--- config.mk ---
export PLATFORM = sky130hd
export DESIGN_NAME = decoder_3l_multileg_flat
export DESIGN_NICKNAME = d
export VERILOG_FILES = /design/src/rtl/decoder_3l_pkg.sv /design/src/rtl/decoder_3l_multileg_if.sv /design/src/rtl/leg_fsm_3l.sv /design/src/rtl/decoder_3l_multileg.sv /design/src/flat_wrapper.sv
export SDC_FILE = /design/constraint.sdc
export NUM_CORES = 1
export LEC_CHECK = 0
export BUFFER_PORTS_ARGS = -buffer_cell sky130_fd_sc_hd__buf_4
export CAP_MARGIN = 20
export CORE_UTILIZATION = 40
export DETAILED_ROUTE_END_ITERATION = 7
export PLACE_DENSITY = 0.53
export SLEW_MARGIN = 10
export SYNTH_ARGS = -nofsm -noshare
export SYNTH_HDL_FRONTEND = slang
export SYNTH_HIERARCHICAL = 1
export SYNTH_SLANG_ARGS = --single-unit
--- constraint.sdc ---
create_clock -name clk -period 3.03 [get_ports clk]
set_clock_uncertainty 0.2 [all_clocks]
set_input_delay 0.1515 -clock clk [delete_from_list [all_inputs] [get_ports clk]]
set_output_delay 0.1515 -clock clk [all_outputs]
set_load 0.02 [all_outputs]
--- src/rtl/decoder_3l_pkg.sv ---
// ---------------------------------------------------------------------------
// decoder_3l_pkg
// Shared types and helpers for the multi-leg three-level switch-pattern
// decoder: topology codes, level codes, leg FSM state encoding, the
// (topology, level) -> gate pattern lookup and the "must pass through zero"
// predicate.
// ---------------------------------------------------------------------------
package decoder_3l_pkg;

  typedef enum logic [1:0] {
    TOPO_OFF  = 2'd0,
    TOPO_NPC  = 2'd1,
    TOPO_NPP  = 2'd2,
    TOPO_ANPC = 2'd3
  } topo_t;

  // Code 3 means "hold current level" on the request bus. Internally the
  // same code marks a leg that is (or is heading to) fully off, because a
  // hold request is never latched as a target.
  typedef enum logic [1:0] {
    LVL_N   = 2'd0,
    LVL_Z   = 2'd1,
    LVL_P   = 2'd2,
    LVL_OFF = 2'd3
  } lvl_t;

  localparam logic [1:0] REQ_HOLD = 2'd3;

  typedef enum logic [1:0] {
    ST_OFF  = 2'd0,
    ST_HOLD = 2'd1,
    ST_DEAD = 2'd2,
    ST_MID  = 2'd3
  } leg_state_t;

  // Gate pattern {s1,s2,s3,s4,s5,s6} for a level under a topology.
  // NPC and NPP share the same patterns; only ANPC drives s5/s6.
  function automatic logic [5:0] pattern(topo_t topo, lvl_t lvl);
    logic [5:0] p;
    p = 6'b000000;
    if (topo == TOPO_ANPC) begin
      case (lvl)
        LVL_P:   p = 6'b110001;
        LVL_Z:   p = 6'b010010;
        LVL_N:   p = 6'b001110;
        default: p = 6'b000000;
      endcase
    end else if (topo != TOPO_OFF) begin
      case (lvl)
        LVL_P:   p = 6'b110000;
        LVL_Z:   p = 6'b011000;
        LVL_N:   p = 6'b001100;
        default: p = 6'b000000;
      endcase
    end
    return p;
  endfunction

  // A direct P<->N commutation is only legal on a T-type (NPP) leg; the
  // NPC and ANPC legs have to dwell at zero in between.
  function automatic logic needs_mid(topo_t topo, lvl_t from, lvl_t to);
    return ((topo == TOPO_NPC) || (topo == TOPO_ANPC)) &&
           (((from == LVL_P) && (to == LVL_N)) ||
            ((from == LVL_N) && (to == LVL_P)));
  endfunction

endpackage

--- src/rtl/decoder_3l_multileg_if.sv ---
// ---------------------------------------------------------------------------
// decoder_3l_multileg_if
// Bundle between the modulator and the decoder.
//   ce      clock enable for counters and FSMs
//   topo    requested topology (0=OFF 1=NPC 2=NPP 3=ANPC)
//   t_dead  dead time in ce-cycles (0 behaves as 1)
//   v_lev   per-leg level request, leg k at [2k+1:2k]
//   trip    hardware fault request
//   s_out   gate signals, leg k at [6k+5:6k] = {s1..s6}
//   busy    per-leg transition flag
//   fault   sticky trip flag
// master = modulator side, slave = decoder side.
// ---------------------------------------------------------------------------
interface decoder_3l_multileg_if #(
  parameter int N_LEGS = 3,
  parameter int TW     = 10
);
  logic                  ce;
  logic [1:0]            topo;
  logic [TW-1:0]         t_dead;
  logic [2*N_LEGS-1:0]   v_lev;
  logic                  trip;
  logic [6*N_LEGS-1:0]   s_out;
  logic [N_LEGS-1:0]     busy;
  logic                  fault;

  modport master (
    output ce, topo, t_dead, v_lev, trip,
    input  s_out, busy, fault
  );

  modport slave (
    input  ce, topo, t_dead, v_lev, trip,
    output s_out, busy, fault
  );
endinterface

--- src/rtl/leg_fsm_3l.sv ---
// ---------------------------------------------------------------------------
// leg_fsm_3l
// One phase leg: OFF / HOLD / DEAD / MID sequencer with a dead-time counter
// and registered gate outputs.
//   clk, rst  clock, synchronous active-high reset
//   ce        advance enable for FSM and counter
//   kill      trip or sticky fault: force OFF on this edge, ignores ce
//   shutdown  topology change pending: leave HOLD toward OFF
//   topo      latched topology used for patterns
//   term      dead-time terminal count (already max(t_dead,1)-1)
//   req       level request for this leg
//   s_out     registered gate pattern {s1..s6}
//   busy      registered "in DEAD or MID"
//   is_off    leg currently in OFF (unregistered state decode)
// ---------------------------------------------------------------------------
module leg_fsm_3l
  import decoder_3l_pkg::*;
#(
  parameter int TW = 10
) (
  input  logic          clk,
  input  logic          rst,
  input  logic          ce,
  input  logic          kill,
  input  logic          shutdown,
  input  topo_t         topo,
  input  logic [TW-1:0] term,
  input  logic [1:0]    req,
  output logic [5:0]    s_out,
  output logic          busy,
  output logic          is_off
);

  leg_state_t    state_q, state_d;
  lvl_t          cur_q, cur_d;     // level the switches are leaving / holding
  lvl_t          tgt_q, tgt_d;     // level the current DEAD is heading to
  lvl_t          fin_q, fin_d;     // final level behind an intermediate Z
  logic          pend_q, pend_d;   // fin_q is valid
  logic [TW-1:0] cnt_q, cnt_d;
  logic [TW-1:0] term_q, term_d;   // terminal count frozen at DEAD/MID entry
  logic [5:0]    s_q, s_d;
  logic          busy_q, busy_d;

  lvl_t req_lvl;
  assign req_lvl = lvl_t'(req);

  // State register.
  always_ff @(posedge clk) begin
    // NOTE: every flop is updated with <= so all state moves together on the
    // edge regardless of statement order.
    if (rst) begin
      state_q <= ST_OFF;
      cur_q   <= LVL_OFF;
      tgt_q   <= LVL_OFF;
      fin_q   <= LVL_OFF;
      pend_q  <= 1'b0;
      cnt_q   <= '0;
      term_q  <= '0;
      s_q     <= 6'b000000;
      busy_q  <= 1'b0;
    end else begin
      state_q <= state_d;
      cur_q   <= cur_d;
      tgt_q   <= tgt_d;
      fin_q   <= fin_d;
      pend_q  <= pend_d;
      cnt_q   <= cnt_d;
      term_q  <= term_d;
      s_q     <= s_d;
      busy_q  <= busy_d;
    end
  end

  // Next-state logic.
  always_comb begin
    // NOTE: every signal starts from its held value so no path leaves it
    // unassigned, which would otherwise infer a latch.
    state_d = state_q;
    cur_d   = cur_q;
    tgt_d   = tgt_q;
    fin_d   = fin_q;
    pend_d  = pend_q;
    cnt_d   = cnt_q;
    term_d  = term_q;

    if (kill) begin
      state_d = ST_OFF;
      cur_d   = LVL_OFF;
      tgt_d   = LVL_OFF;
      pend_d  = 1'b0;
      cnt_d   = '0;
    end else if (ce) begin
      unique case (state_q)
        ST_OFF: begin
          if ((topo != TOPO_OFF) && !shutdown && (req != REQ_HOLD)) begin
            state_d = ST_DEAD;
            tgt_d   = req_lvl;
            pend_d  = 1'b0;
            cnt_d   = '0;
            term_d  = term;
          end
        end
        ST_HOLD: begin
          if (shutdown) begin
            state_d = ST_DEAD;
            tgt_d   = LVL_OFF;
            pend_d  = 1'b0;
            cnt_d   = '0;
            term_d  = term;
          end else if ((req != REQ_HOLD) && (req_lvl != cur_q)) begin
            state_d = ST_DEAD;
            cnt_d   = '0;
            term_d  = term;
            if (needs_mid(topo, cur_q, req_lvl)) begin
              tgt_d  = LVL_Z;
              fin_d  = req_lvl;
              pend_d = 1'b1;
            end else begin
              tgt_d  = req_lvl;
              pend_d = 1'b0;
            end
          end
        end
        ST_DEAD: begin
          if (cnt_q == term_q) begin
            cur_d = tgt_q;
            cnt_d = '0;
            if (tgt_q == LVL_OFF) begin
              state_d = ST_OFF;
            end else if (pend_q) begin
              state_d = ST_MID;
              term_d  = term;
            end else begin
              state_d = ST_HOLD;
            end
          end else begin
            cnt_d = cnt_q + TW'(1);
          end
        end
        ST_MID: begin
          if (cnt_q == term_q) begin
            state_d = ST_DEAD;
            tgt_d   = fin_q;
            pend_d  = 1'b0;
            cnt_d   = '0;
            term_d  = term;
          end else begin
            cnt_d = cnt_q + TW'(1);
          end
        end
      endcase
    end
  end

  // Output logic. In DEAD only switches common to both patterns stay on:
  // outgoing ones drop at once, incoming ones wait for HOLD.
  always_comb begin
    s_d    = 6'b000000;
    busy_d = 1'b0;
    if (!kill) begin
      case (state_q)
        ST_HOLD: s_d = pattern(topo, cur_q);
        ST_DEAD: begin
          s_d    = pattern(topo, cur_q) & pattern(topo, tgt_q);
          busy_d = 1'b1;
        end
        ST_MID: begin
          s_d    = pattern(topo, cur_q);
          busy_d = 1'b1;
        end
        default: s_d = 6'b000000;
      endcase
    end
  end

  assign s_out  = s_q;
  assign busy   = busy_q;
  assign is_off = (state_q == ST_OFF);

endmodule

--- src/rtl/decoder_3l_multileg.sv ---
// ---------------------------------------------------------------------------
// decoder_3l_multileg
// Multi-leg three-level gate decoder (NPC / NPP / ANPC) with dead-time
// sequencing. Latches the topology and sequences topology changes through
// OFF, keeps the sticky trip flag, and instantiates one leg_fsm_3l per leg.
//   clk  system clock
//   rst  synchronous active-high reset
//   bus  decoder_3l_multileg_if.slave (ce, topo, t_dead, v_lev, trip in;
//        s_out, busy, fault out)
// ---------------------------------------------------------------------------
module decoder_3l_multileg
  import decoder_3l_pkg::*;
#(
  parameter int N_LEGS = 3,
  parameter int TW     = 10
) (
  input  logic                  clk,
  input  logic                  rst,
  decoder_3l_multileg_if.slave  bus
);

  topo_t topo_q, topo_d;
  logic  fault_q, fault_d;

  logic                kill;
  logic                topo_chg;
  logic [TW-1:0]       term;
  logic [N_LEGS-1:0]   leg_off;
  logic [6*N_LEGS-1:0] s_cat;
  logic [N_LEGS-1:0]   busy_cat;

  assign kill     = bus.trip | fault_q;
  assign topo_chg = (topo_t'(bus.topo) != topo_q);
  assign term     = (bus.t_dead == '0) ? '0 : (bus.t_dead - TW'(1));

  always_ff @(posedge clk) begin
    if (rst) begin
      topo_q  <= TOPO_OFF;
      fault_q <= 1'b0;
    end else begin
      topo_q  <= topo_d;
      fault_q <= fault_d;
    end
  end

  // A new topology is only adopted once every leg has drained to OFF, so
  // no leg ever mixes patterns from two topologies.
  always_comb begin
    topo_d  = topo_q;
    fault_d = fault_q | bus.trip;
    if (bus.ce && topo_chg && (&leg_off)) begin
      topo_d = topo_t'(bus.topo);
    end
  end

  for (genvar k = 0; k < N_LEGS; k++) begin : g_leg
    leg_fsm_3l #(.TW(TW)) u_leg (
      .clk      (clk),
      .rst      (rst),
      .ce       (bus.ce),
      .kill     (kill),
      .shutdown (topo_chg),
      .topo     (topo_q),
      .term     (term),
      .req      (bus.v_lev[2*k +: 2]),
      .s_out    (s_cat[6*k +: 6]),
      .busy     (busy_cat[k]),
      .is_off   (leg_off[k])
    );
  end

  assign bus.s_out = s_cat;
  assign bus.busy  = busy_cat;
  assign bus.fault = fault_q;

endmodule

--- src/flat_wrapper.sv ---
// flat-port wrapper written by rule: the top's interface ports become plain ports
module decoder_3l_multileg_flat import decoder_3l_pkg::*;
#(
  parameter int N_LEGS = 3,
  parameter int TW     = 10
)
  (clk, rst, bus_ce, bus_topo, bus_t_dead, bus_v_lev, bus_trip, bus_s_out, bus_busy, bus_fault);
  decoder_3l_multileg_if #(.N_LEGS(N_LEGS), .TW(TW)) bus_i ();
  input  logic clk;
  input  logic rst;
  input wire logic [$bits(bus_i.ce)-1:0] bus_ce;
  input wire logic [$bits(bus_i.topo)-1:0] bus_topo;
  input wire logic [$bits(bus_i.t_dead)-1:0] bus_t_dead;
  input wire logic [$bits(bus_i.v_lev)-1:0] bus_v_lev;
  input wire logic [$bits(bus_i.trip)-1:0] bus_trip;
  output wire logic [$bits(bus_i.s_out)-1:0] bus_s_out;
  output wire logic [$bits(bus_i.busy)-1:0] bus_busy;
  output wire logic [$bits(bus_i.fault)-1:0] bus_fault;
  assign bus_i.ce = bus_ce;
  assign bus_i.topo = bus_topo;
  assign bus_i.t_dead = bus_t_dead;
  assign bus_i.v_lev = bus_v_lev;
  assign bus_i.trip = bus_trip;
  assign bus_s_out = bus_i.s_out;
  assign bus_busy = bus_i.busy;
  assign bus_fault = bus_i.fault;
  decoder_3l_multileg #(.N_LEGS(N_LEGS), .TW(TW)) u_core (.clk(clk), .rst(rst), .bus(bus_i));
endmodule
==> results of run 1 <==
[repair_timing]
action,CTS,global route
hold endpoints to repair,7,0
setup buffers,0,0
hold buffers,6,0
[cells in the final DEF (no fill, tap or decap), types with 5 or more instances in the layout]
cell type,instances
nand4_1,10
a2111oi_4,6
nand2_1,38
mux2_2,5
a311oi_1,6
nand3_1,29
a31oi_1,15
nor4_2,6
inv_1,27
xor2_1,30
nor2_1,84
dlygate4sd3_1,6
a211oi_1,6
buf_4,53
and4_1,6
nor4_1,7
nor2b_1,17
clkbuf_16,9
o21ai_0,34
nor3_1,18
a32o_1,6
ha_1,34
a211o_1,12
or3_1,6
o31ai_1,7
nand4b_1,9
a22o_1,6
dfxtp_1,111
mux2i_1,44
a21oi_1,15
a31o_2,6
or2_2,8
a21o_1,6
nand2b_1,63
[sequential cells by signal, indices dropped and copies added, names as in the netlist, 3 cells and up]
signal and flops:
u_core/g_leg.u_leg/busy 3, u_core/g_leg.u_leg/tgt_q 6, u_core/g_leg.u_leg/state_q 6, u_core/g_leg.u_leg/pend_q 3, u_core/g_leg.u_leg/cnt_q 30, u_core/g_leg.u_leg/s_out 18
u_core/g_leg.u_leg/cur_q 6, u_core/g_leg.u_leg/fin_q 6, u_core/g_leg.u_leg/term_q 30
[logic make-up after synthesis]
logic type,after synthesis,synth area share [%]
buffers and inverters,69,4.34
adders and majority gates,34,6.15
xor gates and xnor gates,34,4.30
and+or+nand+nor,331,27.2
AOI/OAI and AO/OA,158,18.6
muxes,50,7.34
DFF,111,32.1
[power groups by stage]
| stage | Combinational (mW) | Sequential, mW | Clock [mW] |
|---|---|---|---|
| after floorplan | 0.156 | 1.50 | 0 |
| after global placement | 0.252 | 1.50 | 0 |
| after detailed placement | 0.255 | 1.50 | 0 |
| after CTS | 0.263 | 1.47 | 1.23 |
| after global routing | 0.287 | 1.47 | 1.27 |
| final | 0.263 | 1.47 | 1.19 |
[critical path, stage by stage]
cell           delay (ns)
dlygate4sd3_1        0.54
buf_4                0.15
xnor2_1              0.13
nand2_1              0.06
buf_4                0.21
nor2b_1              0.17
a311oi_1             0.11
a311o_1              0.50
and2_1               0.25
a22o_1               0.22
[worst paths after layout]
path	startpoint	endpoint	slack (ns)	cells after the start
hold / removal	rst	u_core/bus.fault	0.07	2
setup / recovery	bus_topo[0]	u_core/g_leg[2].u_leg/cnt_q[9]	0.57	10
hold reg to reg	u_core/g_leg[1].u_leg/fin_q[0]	u_core/g_leg[1].u_leg/fin_q[0]	0.27	2
setup reg to reg	u_core/topo_q[0]	u_core/g_leg[2].u_leg/cnt_q[9]	0.71	8
[cell usage after synthesis (all sizes together), types with 7 or more instances]
cell     count  area, um2
a211o       12        105
buf         18        109
nand2       38        143
a22o         9        105
nand4       10       62.6
clkbuf      21       78.8
a2111oi      9        191
a21oi       15       75.1
dfxtp      111       2220
o31ai        7       52.6
nor3        18       90.1
nand3       32        175
a31oi       15       93.8
xor2        30        263
o21ai       34        170
nor4        15        161
nand4b       9       78.8
nor2        84        315
mux2i       44        440
or2          8       50.1
inv         27        101
ha          34        425
nor2b       20        148
nand2b      63        394
[area by class of cell]
cell class | instances | area [um2]
Clock buffer | 10 | 239
Clock inverter | 4 | 47.5
Fill cell | 1647 | 8990
Inverter | 30 | 113
Multi-Input combinational cell | 607 | 4400
Sequential cell | 111 | 2220
Tap cell | 220 | 275
Timing Repair Buffer | 62 | 480
[routing by layer]
layer / track usage [%] / vias up
met3: 2.82 / 23
met5: 0 / -
met1: 26.1 / 2778
li1: - / 2911
met2: 31.7 / 115
met4: 6.69 / 0
[through the flow]
| step | total power, mW | hold WS, ns | util (%) | worst slack, ns |
|---|---|---|---|---|
| 2_1_floorplan | 1.66 | 0.0231 | - | 0.425 |
| 3_3_place_gp | 1.75 | 0.216 | 44.2 | 0.758 |
| 3_5_place_dp | 1.75 | 0.226 | 44.2 | 0.729 |
| 4_1_cts | 2.96 | 0.0831 | 46.2 | 0.597 |
| 5_1_grt | 3.03 | 0.117 | 46.4 | 0.448 |
| 6_report | 2.92 | 0.0695 | 46.4 | 0.571 |
==> results.md, run 1 <==
* Number of synthesized flops with an enable pin at 0
* Initial DRC count at 440
* Via density at 5.58
* Flop pwr share at between 50% and 60%
* Setup_tns at 0 ns
* Initial antenna violation count at 0
* Placed cell area at 0.00740 mm2
* Sw Ratio at between 20% and 30%
* PortBufs at 43
* Initial core utilization at about two fifths
* Max_cap viols at 0
* Met1 wire length at 8.26 mm
* Final ANT Viol Nets at 0
* Cell Area, Synth at a little under 0.007 mm2
* Post-Route WL at around 17 mm
* Layout cells sized above 1 at about 14%
* HPWL after DPL at between 10 and 15 mm
* CTS sink count at 111
* Minimum clock period at approximately 2.5 ns
* Avg Inst Size Synth at approximately 9 um2
* Synth Warn # at 6
* Required time of the worst setup path at about 3.1 ns
* Vias at 5827
* Site Rows at 47
* Net count, final at 877
* Vias in the first global route at about 5600
* # diodes at 0
* Grt ovf at 0
* #FFs+latches synth at roughly 110
* Met2 WL at a little under 8 mm
* Maximum vdd drop at between 0.2 and 0.3 mV
* Switching power total at roughly 0.70 mW
* Ys async rst share at 0%
* I/O pin cnt at 44
* Core area at roughly 0.017 mm2
* Crit-path max FO at 15
* Setup Crit Path Kind: input pin to flop
* Die width at about 130 um
* PwrDens at around 380 mW/mm2
* Comb pwr share at 9.0%
* P_int at roughly 2.2 mW
* Worst Setup End Kind: flop
* TritonRoute pass-1 iters at 5
* Hold crit path type: input pin to flop
* CTS Buf Count at 9
* Outcome: complete, no violations
* Fmax at slightly above 400 MHz
* Clock Latency Late Sink at 0.35 ns
* Area of the die at about 0.018 mm2
* Top sig layer: met4
* Total track usage at between 10% and 20%
* Top_reg_cell synth: dfxtp_1
* Die height at between 100 and 150 um
* Final Max Slew Viols at 0
* Clk pwr share at between 40 and 50%
* Setup violators final at 0
* Syn-to-layout area delta at 12.4%
* Worst Path Arrival at roughly 2.5 ns
* Met3 wire length at ~600 um
* Largest net degree at the start of global routing at 76
* Cts repair resizes at 0
* First-pass GRT wire length at roughly 28 mm
* RSZ-0062 raised after global routing: false
* WL/cell at ~16 um
* Worst-Margin Slew at around 0.57 ns
* DRC at 0
* Leakage at 3.04 nW
* Syn nets at ~840
* CTS H-Tree Depth at 3
* Crit share post-route at between 80 and 90%
* Root Buffer: clkbuf_16
* Placed Instances at ~1000
* Post-Layout Cell Count at approximately 1000
* Slew headroom at around three fifths
* Clock-pin slew on the worst setup and hold paths at 0.07 ns
* Final hold violation count at 0
* Max clock buf depth at 2
* Post-synthesis sequential area ratio at between 30% and 40%
* Unique masters post-synth at ~60
* CTS tree: built
* Fin area at roughly 0.0078 mm2
* Startpoint types: input pin
* Final RePlAce weighted congestion at 0.814
* Mapped Cells at around 800
Note: power is estimated with default switching activity, not from simulation.
==> run 2: changes to the inputs <==
==> constraint.sdc (replaced) <==
create_clock -name clk -period 2.5 [get_ports clk]
set_clock_uncertainty 0.2 [all_clocks]
set_input_delay 0.125 -clock clk [delete_from_list [all_inputs] [get_ports clk]]
set_output_delay 0.125 -clock clk [all_outputs]
set_load 0.02 [all_outputs]
==> run 2 against run 1 <==
  * Register-to-register slack lost 0.61 ns
  * Power increased by 24%
  * Combinational power increased by 33%
  * Via count grew 1.1%
  * Final area rose by 2.3%
  * Die area unchanged
  * Cell count is 1.7% higher
  * Clock power grew 26%
  * First-iteration DRC count down 2.0%
  * Routed wire length grew 1.8%
==> results.md, run 2 (synthesized netlist as in run 1, its figures left out) <==
* Vias in the first global route at 5592 (-0.92%)
* HPWL after DPL at 12.4 mm (+3.7%)
* Outcome: complete, no violations
* Hold crit path type: input pin to flop
* Die width at 134 um (unchanged)
* Initial DRC count at 431 (-2.0%)
* Fill cells at 1633 (-0.85%)
* Die height at 134 um (unchanged)
* P_int at 2.72 mW (+23%)
* Crit path largest cell delay at 0.54 ns (about the same)
* CTS sink count at 111 (unchanged)
* CP Cell Sequence: dlygate4sd3_1, buf_4, xnor2_2, nand2_4, nor2b_1, a31oi_1, a2111o_1, and2_4, a211o_1
* Flop pwr share at 49.0% (-1.3 points)
* Total track usage at 19.7% (+0.25 points)
* DRC at 0 (unchanged)
* Maximum vdd drop at 0.368 mV (+44%)
* Fmax at slightly above 400 MHz
* Leading cell type in the layout, fill and taps excluded: dfxtp_1
* Placed Instances at 1036 (+1.5%)
* # diodes at 0 (unchanged)
* Worst-Margin Slew at 0.536 ns (-0.0344 ns)
* Final RePlAce weighted congestion at 0.824 (+1.2%)
* Slew headroom at 63.9% (+1.9 points)
* Clk pwr share at 41.3% (+0.6 points)
* Area of the die at 0.0178 mm2 (unchanged)
* Post-Route WL at 17.3 mm (+1.8%)
* Grt ovf at 0 (unchanged)
* First-pass GRT wire length at 28.2 mm (+1.2%)
* Worst Path Arrival at 2.47 ns (-0.03 ns)
* Max stage delay cell, worst path: dlygate4sd3_1
* Leakage at 3.14 nW (+3.1%)
* Max clock buf depth at 2 (unchanged)
* Core area at 0.0168 mm2 (unchanged)
* PortBufs at 43 (unchanged)
* Sw Ratio at 25.1% (+0.94 points)
* Final hold violation count at 0 (unchanged)
* Max_cap viols at 0 (unchanged)
* Setup_tns at 0 ns (unchanged)
* CTS Buf Count at 9 (unchanged)
* Initial core utilization at 41.3% (unchanged)
* Setup Crit Path Kind: input pin to flop
* WL/cell at 16.3 um (about the same)
* CTS H-Tree Depth at 3 (unchanged)
* Fin area at 0.00795 mm2 (+2.3%)
* Final ANT Viol Nets at 0 (unchanged)
* Syn-to-layout area delta at 14.9%
* Commonest non-fill, non-tap cells in the layout: 110 x dfxtp_1, 84 x nor2_1, 68 x buf_4, 63 x nand2b_1, 44 x mux2i_1
* Initial antenna violation count at 0 (unchanged)
* Post-CTS Setup Repair Bufs at 0 (unchanged)
* Switching power total at 0.909 mW (+29%)
* Multi-input gate area at 0.00443 mm2 (+0.74%)
* Top delay family on crit path: compound AO/OA/AOI/OAI gates
* Root Buffer: clkbuf_16
* CTS tree: built
* Crit share post-route at a little over nine tenths
* Via density at 5.55 (-0.63%)
* CP Buf/Inv Count at 2 (-1)
* Startpoint types: input pin
* Minimum clock period at between 2 and 2.5 ns
* RSZ-0062 raised after global routing: false
* Setup violators final at 0 (unchanged)
* Worst Setup End Kind: flop
* Comb pwr share at 9.7% (+0.7 points)
* Crit-path max FO at 6 (-9)
* I/O pin cnt at 44 (unchanged)
* Largest net degree at the start of global routing at 43 (-43%)
* Net count, final at 893 (+1.8%)
* Final Max Slew Viols at 0 (unchanged)
* Clock-pin slew on the worst setup and hold paths at 0.07 ns (about the same)
* Vias at 5890 (+1.1%)
* Register Area at 0.00222 mm2 (about the same)
* PwrDens at 456 mW/mm2 (+22%)
* Post-Layout Cell Count at 1062 (+1.7%)
* Site Rows at 47 (unchanged)
* Clock Latency Late Sink at 0.35 ns (about the same)
* Required time of the worst setup path at 2.54 ns (-0.53 ns)
* Placed cell area at 0.00752 mm2 (+1.6%)
* TritonRoute pass-1 iters at 5 (unchanged)
* Layout cells sized above 1 at 16.6% (+2.2 points)
## run 2: changes by cell type in the layout (fill, tap and decap cells not counted), sizes merged
| cell | before | now |
|---|---|---|
| buf | 53 | 68 |
| clkbuf | 13 | 10 |
| dlygate4sd3 | 6 | 9 |
| clkinvlp | 1 | 3 |
| nand2 | 38 | 39 |
## run 2: tightest hold or removal path: cells and delay by family
| kind | cells | cell delay, ns |
|---|---|---|
| buffers and inverters | 1 | 0.22 |
| and+or+nand+nor | 1 | 0.10 |
| AOI/OAI and AO/OA | 1 | 0.06 |
## run 2: cell type report
cell class | instances | area share (%)
Multi-Input combinational cell | 608 | 55.7
Sequential cell | 111 | 28.0
Timing Repair Buffer | 77 | 7.56
Tap cell | 220 | 3.46
Clock buffer | 10 | 3.01
Inverter | 30 | 1.42
Clock inverter | 6 | 0.881
## run 2: repair_timing
action,in CTS,in global routing
resized for setup,0,5
endpoints found under the setup margin,0,23
endpoints found under the hold margin,9,0
hold buffers,9,0
## run 2: per-layer routing
metal | wire (um) | vias to the layer above | GRT usage (%)
met5 | 0 | - | 0
met4 | 264 | 0 | 6.88
met3 | 516 | 20 | 2.40
met2 | 8140 | 117 | 32.9
met1 | 8350 | 2821 | 26.1
li1 | - | 2932 | -
## run 2: final timing paths
check,start,to,slack [ns],depth (start not counted)
max,bus_topo[1],u_core/g_leg[1].u_leg/tgt_q[1],0.07,9
min,bus_ce,u_core/g_leg[2].u_leg/cnt_q[0],0.02,3
max reg2reg,u_core/g_leg[2].u_leg/cur_q[0],u_core/g_leg[2].u_leg/tgt_q[0],0.10,7
min reg2reg,u_core/g_leg[2].u_leg/fin_q[0],u_core/g_leg[2].u_leg/fin_q[0],0.26,2
## run 2: power groups by stage
| stage | registers [mW] | logic, mW | clock network (mW) |
|---|---|---|---|
| CTS | 1.78 | 0.340 | 1.55 |
| detailed placement | 1.82 | 0.328 | 0 |
| finish | 1.78 | 0.351 | 1.50 |
| global route | 1.78 | 0.383 | 1.62 |
| global placement | 1.82 | 0.321 | 0 |
| floorplan | 1.82 | 0.190 | 0 |
## run 2: metrics by stage
step           utilization [%]  total power [mW]  hold WS [ns]  setup WS [ns]
3_3_place_gp              44.9              2.14         0.184          0.145
6_report                  47.4              3.63        0.0241         0.0726
5_1_grt                   47.4              3.78        0.0464        0.00558
2_1_floorplan                -              2.01       -0.0100          0.105
3_5_place_dp              44.9              2.15         0.198          0.155
4_1_cts                   47.2              3.66        0.0115         0.0359
